===== config.mk =====
export PLATFORM = sky130hd
export DESIGN_NAME = host_stim_adapter
export DESIGN_NICKNAME = d
export VERILOG_FILES = /design/src/rtl/host_stim_adapter.sv
export SDC_FILE = /design/constraint.sdc
export NUM_CORES = 1
export LEC_CHECK = 0
export ABC_AREA = 0
export CAP_MARGIN = 20
export CORE_MARGIN = 2
export CORE_UTILIZATION = 35
export DETAILED_ROUTE_END_ITERATION = 10
export PLACE_DENSITY = 0.54
export SYNTH_ARGS = -nofsm -noshare
export SYNTH_HDL_FRONTEND = slang
export SYNTH_SLANG_ARGS = --single-unit

===== constraint.sdc =====
create_clock -name clk -period 6 [get_ports clk]
set_input_delay 1.8 -clock clk [delete_from_list [all_inputs] [get_ports clk]]
set_output_delay 1.8 -clock clk [all_outputs]
set_load 0.02 [all_outputs]

===== src/rtl/host_stim_adapter.sv =====
// ============================================================================
// Module      : host_stim_adapter
// Description : Controller-side stimulus for the robot FPGA bench: a mode-0
//               32-bit SPI master, a push-button pulse generator and
//               NUM_ECHO sonar echo responders. All timing in clk cycles.
//               Optional build macro ADAPTER_CHECK_EN enables reply checking
//               (sticky spi_err plus saturating spi_err_cnt output).
// Revision    : 1.0 - initial release
// ============================================================================
`default_nettype none

module host_stim_adapter #(
   parameter int CLK_DIV    = 2,   // SCLK half-period in clk cycles, >= 1
   parameter int CS_GAP     = 4,   // idle cycles with CS high between frames, >= 1
   parameter int NUM_ECHO   = 6,
   parameter int ECHO_DELAY = 50,  // trigger fall to echo rise, >= 1
   parameter int PULSE_W    = 24
) (
   input  logic                clk,
   input  logic                rst_n,
   // SPI sequencer side
   input  logic                spi_start,
   input  logic [31:0]         spi_tx,
   input  logic [31:0]         spi_exp,
   input  logic                spi_exp_valid,
   output logic                spi_busy,
   output logic                spi_done,
   output logic [31:0]         spi_rx,
   output logic                spi_err,
`ifdef ADAPTER_CHECK_EN
   output logic [7:0]          spi_err_cnt,
`endif
   // SPI pins
   output logic                spi_sclk,
   output logic                spi_mosi,
   input  logic                spi_miso,
   output logic                spi_cs,
   // Button
   input  logic                btn_start,
   input  logic [PULSE_W-1:0]  btn_len,
   output logic                btn_out,
   // Sonar echo responders
   input  logic [PULSE_W-1:0]  echo_len,
   input  logic [NUM_ECHO-1:0] trig,
   output logic [NUM_ECHO-1:0] echo
);

   // ------------------------------------------------------------------------
   // SPI master
   // ------------------------------------------------------------------------
   localparam int DIV_MAX = (CLK_DIV > CS_GAP) ? CLK_DIV : CS_GAP;
   localparam int CNT_W   = $clog2(DIV_MAX + 1);
   localparam logic [CNT_W-1:0] DIV_LAST = CNT_W'(CLK_DIV - 1);
   localparam logic [CNT_W-1:0] GAP_LAST = CNT_W'(CS_GAP - 1);

   typedef enum logic [2:0] {
      SPI_IDLE  = 3'd0,
      SPI_SETUP = 3'd1,
      SPI_SHIFT = 3'd2,
      SPI_HOLD  = 3'd3,
      SPI_GAP   = 3'd4
   } spi_state_t;

   spi_state_t       spi_state_q, spi_state_d;
   logic [CNT_W-1:0] spi_cnt_q, spi_cnt_d;
   logic [5:0]       bit_cnt_q, bit_cnt_d;   // SCLK rising edges issued so far
   logic [31:0]      tx_sh_q, tx_sh_d;
   logic [31:0]      rx_sh_q, rx_sh_d;
   logic [31:0]      rx_q, rx_d;
   logic             sclk_q, sclk_d;
   logic             mosi_q, mosi_d;
   logic             cs_q, cs_d;
   logic             done_q, done_d;

`ifdef ADAPTER_CHECK_EN
   logic [31:0]      exp_q, exp_d;
   logic             exp_valid_q, exp_valid_d;
   logic             err_q, err_d;
   logic [7:0]       err_cnt_q, err_cnt_d;
`endif

   // SPI frame sequencing: next state, pin levels and shift registers
   always_comb begin
      spi_state_d = spi_state_q;
      spi_cnt_d   = spi_cnt_q;
      bit_cnt_d   = bit_cnt_q;
      tx_sh_d     = tx_sh_q;
      rx_sh_d     = rx_sh_q;
      rx_d        = rx_q;
      sclk_d      = sclk_q;
      mosi_d      = mosi_q;
      cs_d        = cs_q;
      done_d      = 1'b0;
`ifdef ADAPTER_CHECK_EN
      exp_d       = exp_q;
      exp_valid_d = exp_valid_q;
      err_d       = err_q;
      err_cnt_d   = err_cnt_q;
`endif
      case (spi_state_q)
         SPI_IDLE: begin
            if (spi_start) begin
               tx_sh_d     = spi_tx;
               mosi_d      = spi_tx[31];
               cs_d        = 1'b0;
               spi_cnt_d   = '0;
               spi_state_d = SPI_SETUP;
`ifdef ADAPTER_CHECK_EN
               exp_d       = spi_exp;
               exp_valid_d = spi_exp_valid;
`endif
            end
         end
         SPI_SETUP: begin
            if (spi_cnt_q == DIV_LAST) begin
               // first rising edge: slave has had bit 31 on miso since CS fell
               spi_cnt_d   = '0;
               sclk_d      = 1'b1;
               rx_sh_d     = {rx_sh_q[30:0], spi_miso};
               bit_cnt_d   = 6'd1;
               spi_state_d = SPI_SHIFT;
            end else begin
               spi_cnt_d = spi_cnt_q + 1'b1;
            end
         end
         SPI_SHIFT: begin
            if (spi_cnt_q == DIV_LAST) begin
               spi_cnt_d = '0;
               if (sclk_q) begin
                  // falling edge: present the next bit unless all 32 are out
                  sclk_d = 1'b0;
                  if (bit_cnt_q != 6'd32) begin
                     tx_sh_d = {tx_sh_q[30:0], 1'b0};
                     mosi_d  = tx_sh_q[30];
                  end
               end else if (bit_cnt_q == 6'd32) begin
                  spi_state_d = SPI_HOLD;
               end else begin
                  sclk_d    = 1'b1;
                  rx_sh_d   = {rx_sh_q[30:0], spi_miso};
                  bit_cnt_d = bit_cnt_q + 6'd1;
               end
            end else begin
               spi_cnt_d = spi_cnt_q + 1'b1;
            end
         end
         SPI_HOLD: begin
            if (spi_cnt_q == DIV_LAST) begin
               spi_cnt_d   = '0;
               cs_d        = 1'b1;
               mosi_d      = 1'b0;
               rx_d        = rx_sh_q;
               done_d      = 1'b1;
               spi_state_d = SPI_GAP;
`ifdef ADAPTER_CHECK_EN
               if (exp_valid_q && (rx_sh_q != exp_q)) begin
                  err_d = 1'b1;
                  if (err_cnt_q != 8'hFF) begin
                     err_cnt_d = err_cnt_q + 8'd1;
                  end
               end
`endif
            end else begin
               spi_cnt_d = spi_cnt_q + 1'b1;
            end
         end
         SPI_GAP: begin
            if (spi_cnt_q == GAP_LAST) begin
               spi_cnt_d   = '0;
               spi_state_d = SPI_IDLE;
            end else begin
               spi_cnt_d = spi_cnt_q + 1'b1;
            end
         end
         default: begin
            spi_state_d = SPI_IDLE;
         end
      endcase
   end

   // SPI state register; reset abandons any frame with CS high at once
   always_ff @(posedge clk) begin
      if (!rst_n) begin
         spi_state_q <= SPI_IDLE;
         spi_cnt_q   <= '0;
         bit_cnt_q   <= '0;
         tx_sh_q     <= '0;
         rx_sh_q     <= '0;
         rx_q        <= '0;
         sclk_q      <= 1'b0;
         mosi_q      <= 1'b0;
         cs_q        <= 1'b1;
         done_q      <= 1'b0;
`ifdef ADAPTER_CHECK_EN
         exp_q       <= '0;
         exp_valid_q <= 1'b0;
         err_q       <= 1'b0;
         err_cnt_q   <= '0;
`endif
      end else begin
         spi_state_q <= spi_state_d;
         spi_cnt_q   <= spi_cnt_d;
         bit_cnt_q   <= bit_cnt_d;
         tx_sh_q     <= tx_sh_d;
         rx_sh_q     <= rx_sh_d;
         rx_q        <= rx_d;
         sclk_q      <= sclk_d;
         mosi_q      <= mosi_d;
         cs_q        <= cs_d;
         done_q      <= done_d;
`ifdef ADAPTER_CHECK_EN
         exp_q       <= exp_d;
         exp_valid_q <= exp_valid_d;
         err_q       <= err_d;
         err_cnt_q   <= err_cnt_d;
`endif
      end
   end

   assign spi_busy = (spi_state_q != SPI_IDLE);
   assign spi_done = done_q;
   assign spi_rx   = rx_q;
   assign spi_sclk = sclk_q;
   assign spi_mosi = mosi_q;
   assign spi_cs   = cs_q;

`ifdef ADAPTER_CHECK_EN
   assign spi_err     = err_q;
   assign spi_err_cnt = err_cnt_q;
`else
   // expected-reply inputs have no function without checking
   logic unused_exp;
   assign unused_exp = ^{spi_exp, spi_exp_valid};
   assign spi_err    = 1'b0;
`endif

   // ------------------------------------------------------------------------
   // Button pulse generator
   // ------------------------------------------------------------------------
   logic [PULSE_W-1:0] btn_cnt_q, btn_cnt_d;
   logic               btn_q, btn_d;

   // A start with non-zero length (re)loads the remaining-cycles counter;
   // a zero-length start is ignored and leaves a running pulse untouched
   always_comb begin
      btn_cnt_d = btn_cnt_q;
      btn_d     = btn_q;
      if (btn_start && (btn_len != '0)) begin
         btn_cnt_d = btn_len;
         btn_d     = 1'b1;
      end else if (btn_cnt_q != '0) begin
         btn_cnt_d = btn_cnt_q - 1'b1;
         btn_d     = (btn_cnt_q != PULSE_W'(1));
      end
   end

   // Button register
   always_ff @(posedge clk) begin
      if (!rst_n) begin
         btn_cnt_q <= '0;
         btn_q     <= 1'b0;
      end else begin
         btn_cnt_q <= btn_cnt_d;
         btn_q     <= btn_d;
      end
   end

   assign btn_out = btn_q;

   // ------------------------------------------------------------------------
   // Sonar echo responders
   // ------------------------------------------------------------------------
   localparam logic [PULSE_W-1:0] DLY_LAST = PULSE_W'(ECHO_DELAY - 1);

   typedef enum logic [1:0] {
      ECHO_IDLE = 2'd0,
      ECHO_WAIT = 2'd1,
      ECHO_HIGH = 2'd2
   } echo_state_t;

   for (genvar i = 0; i < NUM_ECHO; i++) begin : g_echo
      echo_state_t        st_q, st_d;
      logic [PULSE_W-1:0] cnt_q, cnt_d;
      logic [PULSE_W-1:0] len_q, len_d;
      logic               trig_prev_q, trig_prev_d;
      logic               out_q, out_d;
      logic               fall_w;

      assign fall_w = trig_prev_q & ~trig[i];

      // Trigger fall -> ECHO_DELAY cycles -> echo high for the latched length
      always_comb begin
         st_d        = st_q;
         cnt_d       = cnt_q;
         len_d       = len_q;
         out_d       = out_q;
         trig_prev_d = trig[i];
         case (st_q)
            ECHO_IDLE: begin
               if (fall_w && (echo_len != '0)) begin
                  len_d = echo_len;
                  cnt_d = '0;
                  st_d  = ECHO_WAIT;
               end
            end
            ECHO_WAIT: begin
               if (cnt_q == DLY_LAST) begin
                  cnt_d = len_q;
                  out_d = 1'b1;
                  st_d  = ECHO_HIGH;
               end else begin
                  cnt_d = cnt_q + 1'b1;
               end
            end
            ECHO_HIGH: begin
               if (cnt_q == PULSE_W'(1)) begin
                  cnt_d = '0;
                  out_d = 1'b0;
                  st_d  = ECHO_IDLE;
               end else begin
                  cnt_d = cnt_q - 1'b1;
               end
            end
            default: begin
               st_d  = ECHO_IDLE;
               out_d = 1'b0;
            end
         endcase
      end

      // Per-channel echo register
      always_ff @(posedge clk) begin
         if (!rst_n) begin
            st_q        <= ECHO_IDLE;
            cnt_q       <= '0;
            len_q       <= '0;
            out_q       <= 1'b0;
            trig_prev_q <= 1'b0;
         end else begin
            st_q        <= st_d;
            cnt_q       <= cnt_d;
            len_q       <= len_d;
            out_q       <= out_d;
            trig_prev_q <= trig_prev_d;
         end
      end

      assign echo[i] = out_q;
   end

endmodule

`default_nettype wire


==> metrics, run 1 <==
top cells by area in the synthesized netlist=dfxtp_1 36%, nand2_1 8.1%, a21oi_1 5.7%; CTS max path bufs=3; worst clock skew on the final layout=between 0.015 and 0.02 ns; final net count=between 3000 and 4000; sum of net half-perimeters after detailed placement=between 50 and 60 mm; synthesized area=between 20000 and 25000 sq um; average wire per cell in the routed design=19.3 um; H-tree Lvls=2; ordered cell list for the critical path=clkdlybuf4s50_1, buf_4, nor4_1, nand4_1, buf_4, o21ai_1, or2_1, buf_4, nor2_1, a221o_1; overall die width=between 200 and 300 um; Max FO, Critical Path=29; post-synthesis area per instance=between 7 and 8 sq um; top-level port count=around 170; footprint of the multi-input gates=roughly 15000 sq um; share of the core filled with cells=0.414; buffer type at the clock tree root=clkbuf_16; Post-synth EDFFs=0; classification of the worst setup path=in -> reg; Final Hold Vio Count=0; Final Cycle Share=0.730; vias=~24000; slowest cell on the critical path=nor4_1; residual overflow from global routing=0; maximum number of pins on one net before global-route repair=186; Data arrival, critical path=just under 5 ns; Sequential cell area=around 9000 sq um; end point of the worst hold path=spi_rx[2]; most area-hungry cell type in the Yosys netlist=dfxtp_1; post-cts sizing count=0; clock latency at the later pin of the worst-skew pair=around 0.61 ns; status=complete, no violations; synthesized flop and latch total=about 450; share of cells above drive strength 1=0.0734; Initial Utilization=0.355; peak per-stage delay on the critical path=a little over 0.7 ns; CTS tree=built; unique cell type count in the Yosys netlist=96; clock slew at reported path FFs=0.06 ns; most frequent cells after synthesis=537 x nand2_1, 448 x dfxtp_1, 294 x nor2_1; P per Cell Area=245 nW/um^2; reg2reg path depth=7; routed via count divided by cell count=~5.6; Post-CTS Setup Inserts=0; total of max-cap violations=0; detailed-route DRC error count=0; number of clock sinks seen by CTS=approximately 450; maximum clock frequency=between 200 and 250 MHz; Final setup viols=0; cell with the most instances after synthesis=nand2_1; share of the synthesized area in the top cell type=0.361; overall routed net length=a little over 80 mm; pins over their slew limit=0; initial antenna violation count=3; count of warnings emitted by yosys=0; number of cells produced by synthesis=between 3000 and 4000; post-synthesis async set-or-reset flop share=0; Placer Congestion=slightly above 0.9; Hold-fix buffers, CTS=0; cell leakage power=approximately 0.011 uW; Std-Cell Core Area=70100 sq um; die outline height=approximately 270 um; fill cell count=between 7000 and 8000; number of rows created at floorplan=97; clock network fraction of design power=0.470; startpoint of the most critical register-to-register path=g_echo[1].cnt_q[8]; most prevalent standard cell on the critical path=buf_4; cell depth of the worst hold path=2; HP Start=spi_rx[2]; required time reported for the critical path endpoint=around 6.5 ns; worst hold-check path type=reg -> reg; setup slack, reg-to-reg=around 2.3 ns; sequential-to-total area share from yosys stat=0.361; power share of the sequential group=0.440; element type at the critical path end=flip-flop; number of optimization iterations in the first detailed-route pass=6; sw frac=0.259; worst rel slew slack=0.278; logic gate share of total power=0.090; layout overhead on the synthesized area=16.7%; number of global-route vias before repair=around 22000; port bufs=134; post-layout min period=4.38 ns; element type at the critical path start=input pin; TritonCTS buffer count=52; net count after synthesis=roughly 3400; Worst VDD drop=0.216 mV; DRC violation total after the first TritonRoute iteration=1960; Setup TNS Final=0 ns; internal power of the cells=5270 uW; Total Routing Usage GR=0.218; global-route wire length before repair=about 130 mm; final antenna-violating net count=0; overall die area=about 73000 sq um; unrepaired setup endpoints after global routing=no; power spent charging and discharging nets=about 1800 uW; slew at the pin closest to its max-slew limit=1.08 ns; ys flop type=dfxtp_1; capture point of the worst reg-to-reg path=g_echo[1].st_q[1]
==> per-layer routing <==
layer  GRT usage  share of wire  up-vias
li1            -              -    11800
met1       0.309           0.47    11400
met2       0.344           0.45      649
met3      0.0321          0.058      116
met4      0.0600          0.027        2
met5           0        0.00016        -
==> placed cells by master, fill, tap and decap left out, drive strengths merged, types with 16 or more instances in the layout <==
cell | Yosys | routed
and2 | 16 | 16
and4 | 16 | 16
nor3b | 16 | 16
o22ai | 37 | 37
or4 | 24 | 24
nor2 | 294 | 294
inv | 85 | 91
or3 | 33 | 33
a21o | 29 | 29
and3 | 34 | 34
o21ai | 144 | 144
nor3 | 101 | 101
a211o | 21 | 21
a211oi | 32 | 32
a311oi | 38 | 38
nor4 | 85 | 85
or2 | 18 | 18
ha | 45 | 45
buf | 49 | 101
o31ai | 16 | 16
clkdlybuf4s50 | 0 | 133
clkbuf | 195 | 73
nand4 | 61 | 61
dfxtp | 448 | 448
a22oi | 17 | 17
mux2i | 88 | 88
o2bb2ai | 27 | 27
xor2 | 52 | 52
o211ai | 34 | 34
nand2 | 538 | 538
a21oi | 282 | 282
nand3 | 83 | 83
xnor2 | 59 | 59
==> per-stage QoR <==
| step | total power, uW | setup WS, ns | hold WS [ns] | cells | cell area, sq um |
|---|---|---|---|---|---|
| finish | 7120 | 1.62 | 0.453 | 4266 | 29000 |
| global route | 7390 | 1.53 | 0.475 | 4265 | 29000 |
| CTS | 7200 | 1.59 | 0.456 | 4263 | 29000 |
| detailed placement | 3830 | 0.965 | 0.448 | 4169 | 27200 |
| global placement | 3830 | 1.01 | 0.442 | 4169 | 27200 |
| floorplan | 3560 | 1.98 | 0.431 | 3240 | 24900 |
==> power groups by stage <==
stage	Combinational, uW	Sequential, uW	Clock [uW]
floorplan	383	3170	0
global placement	636	3190	0
detailed placement	637	3190	0
CTS	641	3130	3430
global route	707	3140	3540
finish	642	3130	3350
==> critical path: cells and delay by family <==
family          cells  cell delay (ns)
simple gates        4             1.24
compound gates      2             0.60
buf+inv             4             1.19
==> worst max path at each step <==
stage / from / end / cells after the start / slack, ns
after floorplan: echo_len[8] / g_echo[0].cnt_q[7] / 8 / 1.98
after global placement: echo_len[12] / g_echo[2].cnt_q[18] / 10 / 1.01
after detailed placement: echo_len[12] / g_echo[2].cnt_q[11] / 10 / 0.97
after CTS: echo_len[12] / g_echo[2].cnt_q[18] / 10 / 1.59
after global routing: echo_len[12] / g_echo[2].cnt_q[20] / 10 / 1.53
final: echo_len[12] / g_echo[2].cnt_q[18] / 10 / 1.62
==> cell families (layout without fill, tap and decap cells) <==
kind of cell	after synthesis	after routing	share of synthesized area
xor+xnor	111	111	0.0391
compound gates	845	845	0.226
flops	448	448	0.361
fa+ha+maj	45	45	0.0226
buf+inv	329	414	0.0542
mux	91	91	0.0371
simple gates	1370	1370	0.260
other cells	1	2	0.000151
==> layout make-up <==
type                            instances  area share
Timing Repair Buffer                  235      0.0746
Multi-Input combinational cell       2463       0.504
Clock buffer                           72      0.0502
Tap cell                              940      0.0405
Antenna cell                            1   0.0000862
Clock inverter                         22      0.0108
Inverter                               85      0.0112
Sequential cell                       448       0.309
==> state kept, by name, summed over array words and instances (netlist names) <==
signal              flops
g_echo.trig_prev_q      6
spi_sclk                1
bit_cnt_q               6
spi_cs                  1
g_echo.cnt_q          144
spi_done                1
btn_out                 1
spi_state_q             3
g_echo.len_q          144
tx_sh_q                31
g_echo.out_q            6
btn_cnt_q              24
g_echo.st_q            12
spi_cnt_q               3
spi_rx                 32
spi_mosi                1
rx_sh_q                32
(Power assumes the default switching activity.)
==> run 2: changes to the inputs <==
PLACE_DENSITY = 0.56   (was 0.54)
clock period = 3.87 ns   (was 6 ns; I/O delays follow)
==> metrics, run 2 (synthesis gave the netlist of run 1 again) <==
residual overflow from global routing=0 (unchanged); cell leakage power=0.0110 uW (was 0.0106 uW); die outline height=271 um (unchanged); CTS max path bufs=3 (unchanged); registers with the most flip-flops=g_echo.cnt_q: 144 flops, g_echo.len_q: 144 flops (unchanged); routed via count divided by cell count=5.57 (was 5.61); CTS tree=built (unchanged); share of cells above drive strength 1=0.0949 (was 0.0734); clock slew at reported path FFs=0.06 ns (about the same); pins over their slew limit=0 (unchanged); Final Hold Vio Count=0 (unchanged); Hold WS=0.455 ns (was 0.453 ns); Worst VDD drop=0.337 mV (was 0.216 mV); vias=24200 (was 23900); most frequent standard cell in the layout excluding fill and tap cells=nand2_1 (unchanged); Total Routing Usage GR=0.213 (was 0.218); setup slack, reg-to-reg=0.76 ns (was 2.34 ns); number of clock sinks seen by CTS=448 (unchanged); post-cts sizing count=0 (unchanged); Setup TNS Final=0 ns (unchanged); post-layout min period=approximately 3.3 ns; overall routed net length=80.9 mm (was 82.4 mm); logic gate share of total power=0.093 (was 0.090); overall die area=73200 sq um (unchanged); final setup slack of the worst path=0.567 ns (was 1.62 ns); global-route wire length before repair=127 mm (was 130 mm); element type at the critical path end=output pin (was flip-flop); Final Total Pwr=11100 uW (was 7120 uW); power share of the sequential group=0.439 (was 0.440); maximum clock frequency=303 MHz; number of global-route vias before repair=22300 (about the same); ANT cells=0 (was 1); Max FO, Critical Path=13 (was 29); clock latency at the later pin of the worst-skew pair=0.60 ns (was 0.61 ns); Placer Congestion=0.942 (was 0.917); Hold-fix buffers, CTS=0 (unchanged); internal power of the cells=8290 uW (was 5270 uW); Std-Cell Core Area=70100 sq um (unchanged); Post-CTS Setup Inserts=0 (unchanged); sum of net half-perimeters after detailed placement=56.7 mm (was 56.4 mm); worst rel slew slack=0.364 (was 0.278); pre-CTS setup slack=0.0969 ns (was 0.965 ns); slew at the pin closest to its max-slew limit=0.946 ns (was 1.08 ns); Final setup viols=0 (unchanged); initial antenna violation count=0 (was 3); total of max-cap violations=0 (unchanged); sw frac=0.251 (was 0.259); status=complete, no violations (unchanged); worst clock skew on the final layout=0.0293 ns (was 0.0154 ns); required time reported for the critical path endpoint=2.71 ns (was 6.49 ns); Final Cycle Share=0.853; top-level port count=169 (unchanged); most frequent cells in the layout=537 x nand2_1, 448 x dfxtp_1, 291 x nor2_1 (unchanged); element type at the critical path start=flip-flop (was input pin); final net count=3535 (was 3454); final antenna-violating net count=0 (unchanged); number of rows created at floorplan=97 (unchanged); maximum number of pins on one net before global-route repair=120 (was 186); number of optimization iterations in the first detailed-route pass=5 (was 6); unrepaired setup endpoints after global routing=no (unchanged); H-tree Lvls=2 (unchanged); buffer type at the clock tree root=clkbuf_16 (unchanged); overall die width=271 um (unchanged); P per Cell Area=372 nW/um^2 (was 245 nW/um^2); classification of the worst setup path=reg -> out (was in -> reg); TritonCTS buffer count=52 (unchanged); Initial Utilization=0.355 (unchanged); layout overhead on the synthesized area=19.5% (was 16.7%); DRC violation total after the first TritonRoute iteration=2115 (was 1960); clock network fraction of design power=0.468 (was 0.470); worst hold-check path type=reg -> reg (unchanged); port bufs=134 (unchanged); fill cell count=7333 (was 7339); detailed-route DRC error count=0 (unchanged); Data arrival, critical path=2.14 ns (was 4.86 ns); share of the core filled with cells=0.424 (was 0.414); power spent charging and discharging nets=2780 uW (was 1850 uW); average wire per cell in the routed design=18.6 um (was 19.3 um)
run 2: final timing paths:
kind	startpoint	end	depth (start not counted)
setup / recovery	spi_state_q[0]	spi_busy	3
hold / removal	spi_rx[3]	spi_rx[3]	2
hold reg to reg	spi_rx[3]	spi_rx[3]	2
setup reg to reg	g_echo[4].cnt_q[1]	g_echo[4].cnt_q[18]	8
run 2: critical path: stages, from the launching register on:
cell and delay [ns]:
dfxtp_1 0.64, nor2_1 0.14, nand2_1 0.14, clkdlybuf4s50_1 0.64
run 2: through the flow:
step	area [sq um]	instances
5_1_grt	29700	4344
3_3_place_gp	28000	4252
2_1_floorplan	24900	3240
4_1_cts	29700	4344
6_report	29700	4344
3_5_place_dp	28000	4252
run 2: layout make-up:
cell class                 count  area (sq um)  area share
sequential                   448          8970       0.302
tap                          940          1180      0.0396
timing repair buffer         316          2880      0.0968
clock buffer                  75          1530      0.0514
clock inverter                17           253     0.00850
multi-input combinational   2463         14600       0.491
inverter                      85           327      0.0110
run 2: metal layers:
| layer | GRT usage | part of all wire |
|---|---|---|
| met1 | 0.296 | 0.47 |
| met2 | 0.337 | 0.45 |
| met3 | 0.0280 | 0.056 |
| met4 | 0.0740 | 0.031 |
| met5 | 0 | 0 |
run 2: power by group through the flow:
stage | clock, uW | combinational (uW) | sequential [uW]
3_3_place_gp | 0 | 1020 | 4950
3_5_place_dp | 0 | 1020 | 4950
6_report | 5180 | 1030 | 4850
4_1_cts | 5320 | 1030 | 4850
5_1_grt | 5480 | 1130 | 4870
2_1_floorplan | 0 | 594 | 4920
